--- src/rtl/apb_req_arbiter.sv ---
// apb_req_arbiter: round-robin arbiter feeding four requesters into one APB master
module apb_req_arbiter #(
  parameter int m       = 8,
  parameter int TIMEOUT = 16
) (
  input  logic           PCLK,
  input  logic           PRESET,
  input  logic [3:0]     req,
  input  logic [4*m-1:0] req_data,
  input  logic [7:0]     req_sel,
  input  logic [3:0]     req_chk,
  output logic [3:0]     gnt,
  output logic [3:0]     done,
  output logic [3:0]     err,
  output logic [m-1:0]   o_data,
  output logic           o_data_ready,
  output logic           o_data_check,
  output logic [1:0]     o_protocol_sel,
  input  logic           i_waiting,
  input  logic           i_transfer_done,
  input  logic           i_alu_error,
  output logic           o_busy
);
  localparam int TW = $clog2(TIMEOUT);
  localparam logic [TW-1:0] TLAST = TW'(TIMEOUT - 1);
  typedef enum logic [1:0] {IDLE, ISSUE, WAIT} state_t;
  state_t        state_q, state_d;
  logic [1:0]    last_q, last_d, win, idx, cur;
  logic [TW-1:0] timer_q, timer_d;
  logic          chk_q, chk_d, rdy_q, rdy_d, chko_q, chko_d, found, finish;
  logic [3:0]    gnt_q, gnt_d, done_q, done_d, err_q, err_d;
  logic [m-1:0]  data_q, data_d;
  logic [1:0]    sel_q, sel_d;
  assign cur    = {gnt_q[3] | gnt_q[2], gnt_q[3] | gnt_q[1]};
  assign finish = i_alu_error || i_transfer_done || timer_q == TLAST;
  // first asserted request searching upward from the slot after the last winner
  always_comb begin
    win   = last_q;
    found = 1'b0;
    idx   = '0;
    for (int i = 1; i <= 4; i++) begin
      idx = last_q + 2'(i);
      if (!found && req[idx]) begin
        win   = idx;
        found = 1'b1;
      end
    end
  end
  // next-state and registered-output computation for the three-state transaction FSM
  always_comb begin
    state_d = state_q;
    last_d  = last_q;
    timer_d = timer_q;
    chk_d   = chk_q;
    gnt_d   = gnt_q;
    data_d  = data_q;
    sel_d   = sel_q;
    done_d  = '0;
    err_d   = '0;
    rdy_d   = 1'b0;
    chko_d  = 1'b0;
    unique case (state_q)
      IDLE: if (found && i_waiting && !i_alu_error) begin
        state_d = ISSUE;
        gnt_d   = 4'b0001 << win;
        data_d  = req_data[int'(win)*m +: m];
        sel_d   = req_sel[2*int'(win) +: 2];
        chk_d   = req_chk[win];
        rdy_d   = ~req_chk[win];
        chko_d  = req_chk[win];
      end
      ISSUE: begin
        state_d = WAIT;
        timer_d = '0;
      end
      WAIT: if (finish) begin
        state_d = IDLE;
        gnt_d   = '0;
        last_d  = cur;
        done_d  = (i_transfer_done && !i_alu_error) ? gnt_q : 4'b0;
        err_d   = (i_transfer_done && !i_alu_error) ? 4'b0 : gnt_q;
      end else timer_d = timer_q + 1'b1;
      default: state_d = IDLE;
    endcase
  end
  // state and output registers, cleared asynchronously by PRESET
  always_ff @(posedge PCLK or negedge PRESET) begin
    if (!PRESET) begin
      state_q <= IDLE;
      last_q  <= 2'd3;
      timer_q <= '0;
      chk_q   <= 1'b0;
      gnt_q   <= '0;
      done_q  <= '0;
      err_q   <= '0;
      data_q  <= '0;
      sel_q   <= '0;
      rdy_q   <= 1'b0;
      chko_q  <= 1'b0;
    end else begin
      state_q <= state_d;
      last_q  <= last_d;
      timer_q <= timer_d;
      chk_q   <= chk_d;
      gnt_q   <= gnt_d;
      done_q  <= done_d;
      err_q   <= err_d;
      data_q  <= data_d;
      sel_q   <= sel_d;
      rdy_q   <= rdy_d;
      chko_q  <= chko_d;
    end
  end
  assign gnt            = gnt_q;
  assign done           = done_q;
  assign err            = err_q;
  assign o_data         = data_q;
  assign o_protocol_sel = sel_q;
  assign o_data_ready   = rdy_q;
  assign o_data_check   = chko_q;
  assign o_busy         = state_q != IDLE;
endmodule

--- config.mk ---
export PLATFORM = sky130hd
export DESIGN_NAME = apb_req_arbiter
export DESIGN_NICKNAME = d
export VERILOG_FILES = /design/src/rtl/apb_req_arbiter.sv
export SDC_FILE = /design/constraint.sdc
export NUM_CORES = 1
export LEC_CHECK = 0
export CAP_MARGIN = 20
export CORE_UTILIZATION = 42
export CTS_CLUSTER_SIZE = 16
export DETAILED_ROUTE_END_ITERATION = 10
export GPL_ROUTABILITY_DRIVEN = 1
export PLACE_DENSITY = 0.79
export SLEW_MARGIN = 15
export SYNTH_ARGS = -nofsm -noshare
export SYNTH_HDL_FRONTEND = slang
export SYNTH_SLANG_ARGS = --single-unit
export TNS_END_PERCENT = 20
--- constraint.sdc ---
create_clock -name PCLK -period 2.4 [get_ports PCLK]
set_input_delay 0.24 -clock PCLK [delete_from_list [all_inputs] [get_ports PCLK]]
set_output_delay 0.24 -clock PCLK [all_outputs]
set_load 0.02 [all_outputs]
==> results of run 1 <==
-- final timing paths --
path,startpoint,to,slack (ns),cells past startpoint
setup / recovery,state_q[0],o_protocol_sel[1],0.27,5
hold / removal,PRESET,timer_q[3],0.35,2
min in group PCLK,o_data[5],o_data[5],0.49,2
hold reg to reg,o_data[5],o_data[5],0.49,2
max in group asynchronous,PRESET,last_q[0],1.72,2
setup reg to reg,state_q[0],o_protocol_sel[1],0.27,5
-- cell usage after synthesis, drive strengths merged, types with 2 or more instances --
cell type   n  area, um^2
nand2b      2        12.5
nor2       10        37.5
clkbuf      3        11.3
inv         8        30.0
dfrtp      30         751
nor3        5        25.0
a21oi       7        35.0
o22ai       4        25.0
buf         8        67.6
mux2i      24         240
o21ai       3        18.8
a31oi       2        12.5
or2         2        17.5
and2        7        43.8
nand2      15        58.8
o221ai     10         144
nor4        4        25.0
dfstp       2        52.6
-- area by class of cell --
cell class | instances | area [um^2] | area share (%)
inverters | 9 | 35.0 | 1.32
flip-flops and latches | 32 | 803 | 30.2
multi-input cells | 109 | 825 | 31.0
clock inverters | 1 | 30.0 | 1.13
repair buffers | 80 | 806 | 30.3
clock buffers | 7 | 96.3 | 3.63
well taps | 50 | 62.6 | 2.35
-- flip-flops by register name, indices dropped and copies added (netlist names) --
register	count
done	4
err	4
gnt	4
last_q	2
o_data	8
o_data_check	1
o_data_ready	1
o_protocol_sel	2
state_q	2
timer_q	4
-- power breakdown --
group / internal (W) / total [W] / switching, W
combinational: 0.000592 / 0.00116 / 0.000573
sequential: 0.000699 / 0.000824 / 0.000125
clock: 0.000366 / 0.000557 / 0.000190
-- kinds of logic after synthesis --
kind of cell	after synthesis	share of synthesized area (%)
buf+inv	20	6.54
compound gates	33	17.3
mux	25	14.4
fa+ha+maj	1	0.718
flops	32	46.1
simple gates	50	14.9
-- layer usage --
metal  track usage (%)  vias to the layer above
li1                  -                      735
met1              24.2                      725
met2              34.6                       58
met3              6.90                        4
met4              4.79                        0
met5                 0                        -
-- worst max-delay path, stage by stage, from the launching register on --
cell and delay, ns:
dfrtp_1 0.49, or2_4 0.28, or4b_4 0.64, clkinv_2 0.12, nand2_2 0.22, o221ai_1 0.29
-- stage by stage --
step / cell area (um^2) / util (%)
after floorplan: 1740 / -
after global placement: 2530 / 63.3
after detailed placement: 2530 / 63.3
after CTS: 2660 / 66.4
after global routing: 2660 / 66.4
final: 2660 / 66.4
==> summary.txt, run 1 <==
Synthesis
  • YS warnings: 0
  • Netlist Area Pre-Place: 1740 um^2
  • Yosys cell types: 38
  • Sequential area share after synthesis: 46.1%
  • Flop and latch count out of synthesis: 32
  • Main flop type after synthesis: dfrtp_1
  • Syn Area/Cell: 10.8 um^2
  • Asr flop ratio synth: 100%
  • Number of synthesized flops with an enable pin: 0
  • Syn Nets: 215
  • Mapped Cells: 161

Route
  • Routed Antenna Nets: 0
  • Initial drt markers: 38
  • Post-route DRC: 0
  • Vias after detailed routing: 1,522
  • Wire length per cell after detailed routing: 14.1 um
  • Routed length on met2: 2.02 mm
  • Wl on met1: 1.72 mm
  • Top Layer Used: met4
  • Routed wl met3: 265 um
  • Initial DRT Pass Iterations: 6
  • Final WL: 4.05 mm
  • Via/cell ratio: 5.28

STA
  • Final worst slack: 0.268 ns
  • Fin crit period: 2.13 ns
  • Final setup viols: 0
  • Slew at the pin closest to its max-slew limit: 0.548 ns
  • Fmax: 0.469 GHz
  • Hold_ws: 0.350 ns
  • Fin. Hold Viols: 0
  • Final Skew: 0.00699 ns
  • RSZ-0062 raised after global routing: no
  • Max-slew headroom: 63.3%
  • Period utilization: 88.8%
  • Setup TNS: 0 ns
  • Max Slew Vio Count: 0

Global route
  • First-pass GRT wire length: 6.58 mm
  • Total gr overflow: 0
  • GRT Overall Usage: 20.2%
  • Number of global-route vias before repair: 1,463
  • Largest net degree at the start of global routing: 33
  • Initial antenna violation count: 0

Placement
  • Port Buf Inserts: 77
  • Pre-CTS setup slack: 0.178 ns
  • DP Wirelength: 3.02 mm
  • DP Cell Count: 280
  • GP Congestion: 0.716

Min path
  • HP Class: input pin to async pin

Pwr
  • LEAKAGE: 1.16 nW
  • Peak VDD IR: 0.501 mV
  • Final Power: 0.00255 W
  • Power Dens Cells: 958 nW/um^2

Clock tree
  • Post-cts sizing count: 0
  • CTS tree: built
  • Hold buffer count at cts: 0
  • Max Root-Sink Buffers: 2
  • Setup bufs post-CTS: 0
  • Clock network latency to the later pin of the worst-skew pair: 0.28 ns
  • Clock slew at reported path FFs: 0.07 ns
  • H-tree depth: 2
  • Inserted Clock Buffers: 5
  • TritonCTS Sinks: 32
  • Root Buffer: clkbuf_8

Die
  • Die X: 66.4 um
  • Chip Height: 66.4 um
  • Initial cell density of the core: 43.5%
  • Io pins: 78
  • Rows: 23
  • Full die area: 4410 um^2
  • Core area: 4000 um^2

Finish
  • Cell Count, Final, Fillers Out: 288
  • Most frequent cells in the layout: clkdlybuf4s50_1, dfrtp_1, mux2i_1
  • Commonest non-fill, non-tap cell in the layout: clkdlybuf4s50_1
  • Layout fillers: 336
  • Nets: 291
  • Share of cells above drive strength 1: 13.0%
  • Layout area overhead: 52.6%
  • Diode count: 0

Critical path
  • Worst path arrival time: 2.32 ns
  • Startpoint types: register
  • Worst setup EP type: register
  • Critical path class: register to register
  • Req. time, crit path: 2.59 ns
  • Critical path peak fanout: 16

Outcome
  • Status: finished clean

Job
  • Max-cap viol count: 0
No activity file was read; power rests on OpenSTA's default activity.
==> run 2, diff against run 1 <==
--- a/config.mk
+++ b/config.mk
@@ -6,6 +6,7 @@
 export NUM_CORES = 1
 export LEC_CHECK = 0
 export CAP_MARGIN = 20
+export CORE_ASPECT_RATIO = 1.4
 export CORE_UTILIZATION = 42
 export CTS_CLUSTER_SIZE = 16
 export DETAILED_ROUTE_END_ITERATION = 10
==> run 2 against run 1 <==
  * Clock skew is 0.0020 ns lower
  * Clock-buffer cell count is 1 lower
  * Clock power is 32% lower
  * Final area is 1.6% lower
  * Combinational power hardly changed
  * Final cell count is 2.1% lower
  * Register-to-register slack better by 0.18 ns
  * Critical path type unchanged
  * Critical endpoint unchanged
  * Largest cell class unchanged
==> summary.txt, run 2 (same netlist as run 1, synthesis figures left out) <==
Finish
  • Commonest non-fill, non-tap cell in the layout: clkdlybuf4s50_1
  • Nets: 293 (+0.69%)
  • Max reg flops: 8 (unchanged)
  • Share of cells above drive strength 1: 13.0% (-0.054 points)
  • Layout fillers: 332 (-1.2%)
  • Layout area overhead: 50.1%
  • Diode count: 0 (unchanged)
  • Most frequent cells in the layout: clkdlybuf4s50_1, dfrtp_1, mux2i_1

STA
  • Fmax: 0.512 GHz (+9.2%)
  • Fin crit period: 1.95 ns (-0.180 ns)
  • Max-slew headroom: 68.0% (+4.7 points)
  • Setup TNS: 0 ns (unchanged)
  • Period utilization: 81.4% (-7.5 points)
  • Final Skew: 0.00504 ns (-0.00196 ns)
  • Final setup viols: 0 (unchanged)
  • Slew at the pin closest to its max-slew limit: 0.478 ns (-0.0691 ns)
  • Fin. Hold Viols: 0 (unchanged)
  • Max Slew Vio Count: 0 (unchanged)
  • RSZ-0062 raised after global routing: no

Critical path
  • Worst path arrival time: 2.15 ns (-0.17 ns)
  • Critical-path cell list: or2_4, or4b_4, clkinv_2, nand2_2, o221ai_1
  • Critical path class: register to register
  • Startpoint types: register
  • Family with the most delay on the worst path: simple AND/OR/NAND/NOR gates
  • Largest stage delay, worst path: 0.54 ns (-0.10 ns)
  • CP max stage cell: or4b_4
  • Critical path peak fanout: 12 (-4)
  • CP Buf/Inv Count: 1 (unchanged)
  • Worst setup EP type: register
  • Req. time, crit path: 2.59 ns (about the same)

Clock tree
  • TritonCTS Sinks: 32 (unchanged)
  • CTS tree: built
  • Clock network latency to the later pin of the worst-skew pair: 0.28 ns (about the same)
  • Inserted Clock Buffers: 5 (unchanged)
  • Max Root-Sink Buffers: 2 (unchanged)
  • Root Buffer: clkbuf_8
  • Hold buffer count at cts: 0 (unchanged)
  • Setup bufs post-CTS: 0 (unchanged)
  • Clock slew at reported path FFs: 0.06 ns (about the same)
  • H-tree depth: 2 (unchanged)
  • Post-cts sizing count: 0 (unchanged)

Route
  • Final WL: 4.00 mm (-1.1%)
  • Wire length per cell after detailed routing: 14.2 um (+0.97%)
  • Post-route DRC: 0 (unchanged)
  • Initial drt markers: 52 (+37%)
  • Vias after detailed routing: 1,533 (+0.72%)
  • Initial DRT Pass Iterations: 4 (-2)
  • Routed Antenna Nets: 0 (unchanged)
  • Via/cell ratio: 5.44 (+2.9%)

Pwr
  • Combinational group share of total power: 49.2% (+3.4 points)
  • Power share of the clock group: 16.0% (-5.9 points)
  • Peak VDD IR: 0.664 mV (+33%)
  • Final Power: 0.00238 W (-6.6%)
  • NetSw: 0.000878 W (-1.2%)
  • Switching Share: 36.9% (+2.0 points)
  • LEAKAGE: 1.15 nW (-1.2%)
  • Power Dens Cells: 909 nW/um^2 (-5.1%)
  • Power Internal: 0.00150 W (-9.5%)
  • Sequential Power Share: 34.8% (+2.4 points)

Global route
  • First-pass GRT wire length: 6.60 mm (+0.21%)
  • Total gr overflow: 0 (unchanged)
  • Initial antenna violation count: 0 (unchanged)
  • GRT Overall Usage: 19.4% (-0.81 points)
  • Number of global-route vias before repair: 1,535 (+4.9%)
  • Largest net degree at the start of global routing: 33 (unchanged)

Job
  • Max-cap viol count: 0 (unchanged)

Die
  • Die X: 56.4 um (-15%)
  • Rows: 27 (+17%)
  • Core area: 3950 um^2 (-1.2%)
  • Io pins: 78 (unchanged)
  • Chip Height: 78.2 um (+18%)
  • Full die area: 4410 um^2 (about the same)
  • Initial cell density of the core: 44.1% (+0.52 points)

Placement
  • GP Congestion: 0.785 (+9.6%)
  • Port Buf Inserts: 77 (unchanged)
  • DP Wirelength: 3.10 mm (+2.8%)

Min path
  • HP Class: input pin to async pin

Outcome
  • Status: finished clean
run 2: cell count changes in the layout (fill, tap and decap cells not counted):
cell	previous run	this run
buf_4	2	4
clkbuf_8	7	5
bufinv_16	1	0
clkbuf_1	0	1
clkinv_2	1	2
run 2: final cells by class:
cell class / count / area (um^2) / area share [%]
Multi-Input combinational cell: 109 / 825 / 31.5
Sequential cell: 32 / 803 / 30.7
Inverter: 9 / 35.0 / 1.34
Clock buffer: 6 / 72.6 / 2.78
Clock inverter: 1 / 5.00 / 0.191
Timing Repair Buffer: 82 / 821 / 31.4
Tap cell: 43 / 53.8 / 2.06
run 2: routing by layer:
| layer | GRT usage, % | share of wire [%] | routed length (um) |
|---|---|---|---|
| met2 | 34.7 | 53 | 2100 |
| met4 | 7.56 | 1.8 | 71 |
| met5 | 0 | 0 | 0 |
| met3 | 6.75 | 8.2 | 328 |
| met1 | 20.4 | 37 | 1500 |
run 2: worst paths after layout:
path,from,to,slack (ns),cells after the start
max,state_q[0],o_protocol_sel[1],0.45,5
min,PRESET,gnt[0],0.36,2
max reg2reg,state_q[0],o_protocol_sel[1],0.45,5
min reg2reg,o_data[0],o_data[0],0.50,2
max in group asynchronous,PRESET,last_q[0],1.71,2
min in group PCLK,o_data[0],o_data[0],0.50,2
run 2: worst reg2reg max path, cell delays in order, from the launching register on:
cell and delay (ns):
dfrtp_1 0.48, or2_4 0.28, or4b_4 0.54, clkinv_2 0.09, nand2_2 0.22, o221ai_1 0.26
run 2: power groups by stage:
stage / combinational [W] / sequential, W / clock (W)
floorplan: 0.000594 / 0.000938 / 0
global placement: 0.00116 / 0.000833 / 0
detailed placement: 0.00118 / 0.000832 / 0
CTS: 0.00118 / 0.000829 / 0.000389
global route: 0.00125 / 0.000847 / 0.000407
finish: 0.00117 / 0.000828 / 0.000380
run 2: per-stage QoR:
step | area [um^2] | hold slack (ns) | utilization (%) | instances | setup WS [ns]
detailed placement | 2540 | 0.477 | 64.2 | 275 | 0.345
CTS | 2620 | 0.388 | 66.2 | 282 | 0.451
global placement | 2540 | 0.471 | 64.2 | 275 | 0.394
floorplan | 1740 | -0.0556 | - | 161 | 0.337
global route | 2620 | 0.398 | 66.2 | 282 | 0.369
finish | 2620 | 0.365 | 66.2 | 282 | 0.447
==> run 3, diff against run 2 <==
==> constraint.sdc (replaced) <==
create_clock -name PCLK -period 2.04 [get_ports PCLK]
set_input_delay 0.204 -clock PCLK [delete_from_list [all_inputs] [get_ports PCLK]]
set_output_delay 0.204 -clock PCLK [all_outputs]
set_load 0.02 [all_outputs]
==> run 3 against run 2 <==
  * Worst setup slack got worse by 0.32 ns
  * Clock power rose by 26%
  * Combinational power rose by 22%
==> summary.txt, run 3 (same netlist as run 1, synthesis figures left out) <==
Critical path
  • Critical path class: register to register
  • Startpoint types: register
  • Family with the most delay on the worst path: simple AND/OR/NAND/NOR gates
  • Worst setup EP type: register
  • Req. time, crit path: 2.19 ns (-0.40 ns)
  • CP Buf/Inv Count: 0 (-1)
  • CP max stage cell: dfrtp_1
  • Critical path origin: timer_q[0]
  • Worst path arrival time: 2.06 ns (-0.09 ns)
  • Critical path peak fanout: 6 (-6)
  • Largest stage delay, worst path: 0.42 ns (-0.12 ns)
  • Critical-path cell list: ha_1, and3_1, or3_1, o311ai_0, o21ai_0
  • R2R Path Start: timer_q[0]

Die
  • Io pins: 78 (unchanged)
  • Core area: 3950 um^2 (unchanged)
  • Chip Height: 78.2 um (unchanged)
  • Rows: 27 (unchanged)
  • Die X: 56.4 um (unchanged)
  • Initial cell density of the core: 44.1% (unchanged)
  • Full die area: 4410 um^2 (unchanged)

STA
  • Fmax: 0.523 GHz (+2.2%)
  • Fin crit period: 1.91 ns (-0.0422 ns)
  • Period utilization: 93.7% (+12 points)
  • Fin. Hold Viols: 0 (unchanged)
  • Slew at the pin closest to its max-slew limit: 0.463 ns (-0.0150 ns)
  • Max-slew headroom: 69.0% (+1.0 points)
  • Final Skew: 0.00646 ns (+0.00143 ns)
  • Final setup viols: 0 (unchanged)
  • Hold_ws: 0.310 ns (-0.0547 ns)
  • RSZ-0062 raised after global routing: no
  • Max Slew Vio Count: 0 (unchanged)

Finish
  • Diode count: 0 (unchanged)
  • Layout fillers: 319 (-3.9%)
  • Most frequent cells in the layout: clkdlybuf4s50_1, dfrtp_1, mux2i_1
  • Nets: 298 (+1.7%)
  • Share of cells above drive strength 1: 15.5% (+2.5 points)
  • Layout area overhead: 53.6%
  • Commonest non-fill, non-tap cell in the layout: clkdlybuf4s50_1
  • Max reg flops: 8 (unchanged)
  • Finished Cell Area: 2680 um^2 (+2.3%)

Clock tree
  • Inserted Clock Buffers: 5 (unchanged)
  • CTS tree: built
  • Max Root-Sink Buffers: 2 (unchanged)
  • H-tree depth: 2 (unchanged)
  • Hold buffer count at cts: 0 (unchanged)
  • Post-cts sizing count: 0 (unchanged)
  • Clock slew at reported path FFs: 0.07 ns (about the same)
  • Clock network latency to the later pin of the worst-skew pair: 0.28 ns (about the same)
  • TritonCTS Sinks: 32 (unchanged)
  • Setup bufs post-CTS: 0 (unchanged)
  • Root Buffer: clkbuf_8

Route
  • Final WL: 4.11 mm (+2.8%)
  • Wl on met1: 1.62 mm (+7.8%)
  • Wire length per cell after detailed routing: 14.3 um (+0.66%)
  • Vias after detailed routing: 1,540 (+0.46%)
  • Routed length on met2: 2.11 mm (+0.29%)
  • Top Layer Used: met4
  • Routed Antenna Nets: 0 (unchanged)
  • Post-route DRC: 0 (unchanged)
  • Via/cell ratio: 5.35 (-1.6%)
  • Initial DRT Pass Iterations: 4 (unchanged)
  • Initial drt markers: 47 (-9.6%)
  • Routed wl met3: 324 um (-1.2%)

Global route
  • Initial antenna violation count: 0 (unchanged)
  • First-pass GRT wire length: 7.20 mm (+9.1%)
  • Largest net degree at the start of global routing: 33 (unchanged)
  • Total gr overflow: 0 (unchanged)
  • Number of global-route vias before repair: 1,663 (+8.3%)
  • GRT Overall Usage: 21.0% (+1.6 points)

Pwr
  • LEAKAGE: 1.18 nW (+3.1%)
  • Power Dens Cells: 1080 nW/um^2 (+18%)
  • Peak VDD IR: 0.851 mV (+28%)

Min path
  • HP Class: input pin to async pin

Outcome
  • Status: finished clean

Placement
  • DP Wirelength: 3.19 mm (+2.9%)
  • Placed inst area: 2590 um^2 (+2.0%)
  • Port Buf Inserts: 77 (unchanged)
  • GP Congestion: 0.752 (-4.2%)

Job
  • Max-cap viol count: 0 (unchanged)
==> run 3: cell types whose count changed in the layout (fill, tap and decap cells not counted), sizes merged <==
cell / before / now
buf: 5 / 10
clkinv: 2 / 4
clkbuf: 6 / 5
==> run 3: stage by stage <==
stage	total power, W	worst slack, ns	instances	util [%]	setup TNS (ns)
2_1_floorplan	0.00180	0.0518	161	-	0
3_3_place_gp	0.00240	0.0716	280	65.5	0
3_5_place_dp	0.00242	-0.00386	280	65.5	-0.00386
4_1_cts	0.00291	0.151	288	67.7	0
5_1_grt	0.00306	0.0442	288	67.7	0
6_report	0.00288	0.129	288	67.7	0
==> run 3: final timing paths <==
| check | slack (ns) | to | cells past startpoint |
|---|---|---|---|
| setup / recovery | 0.13 | timer_q[3] | 5 |
| hold / removal | 0.31 | gnt[0] | 2 |
| setup reg to reg | 0.13 | timer_q[3] | 5 |
| hold reg to reg | 0.50 | o_data[0] | 2 |
| max in group asynchronous | 1.41 | last_q[0] | 2 |
| min in group PCLK | 0.50 | o_data[0] | 2 |
==> run 3: cell type report <==
type | count | area [um^2] | area share [%]
repair buffers | 87 | 871 | 32.6
multi-input cells | 109 | 825 | 30.8
flip-flops and latches | 32 | 803 | 30.0
clock buffers | 5 | 68.8 | 2.57
well taps | 43 | 53.8 | 2.01
inverters | 9 | 35.0 | 1.31
clock inverters | 3 | 18.8 | 0.702
==> run 3: power breakdown <==
group	switching, W	leakage (nW)	internal (W)
combinational	0.000678	0.714	0.000753
sequential	0.000151	0.419	0.000823
clock	0.000240	0.0479	0.000237
==> run 3: worst register-to-register path: cells and delay by family, from the launching register on <==
kind / cells / cell delay (ns)
adder cells (fa/ha/maj): 1 / 0.25
AO/OA/AOI/OAI: 2 / 0.46
flip-flops: 1 / 0.42
AND/OR/NAND/NOR: 2 / 0.65
==> run 3: per-layer routing <==
metal  vias up  global-route usage, %
li1        750                      -
met1       715                   24.2
met2        70                   35.8
met3         5                   6.75
met4         0                   8.05
met5         -                      0
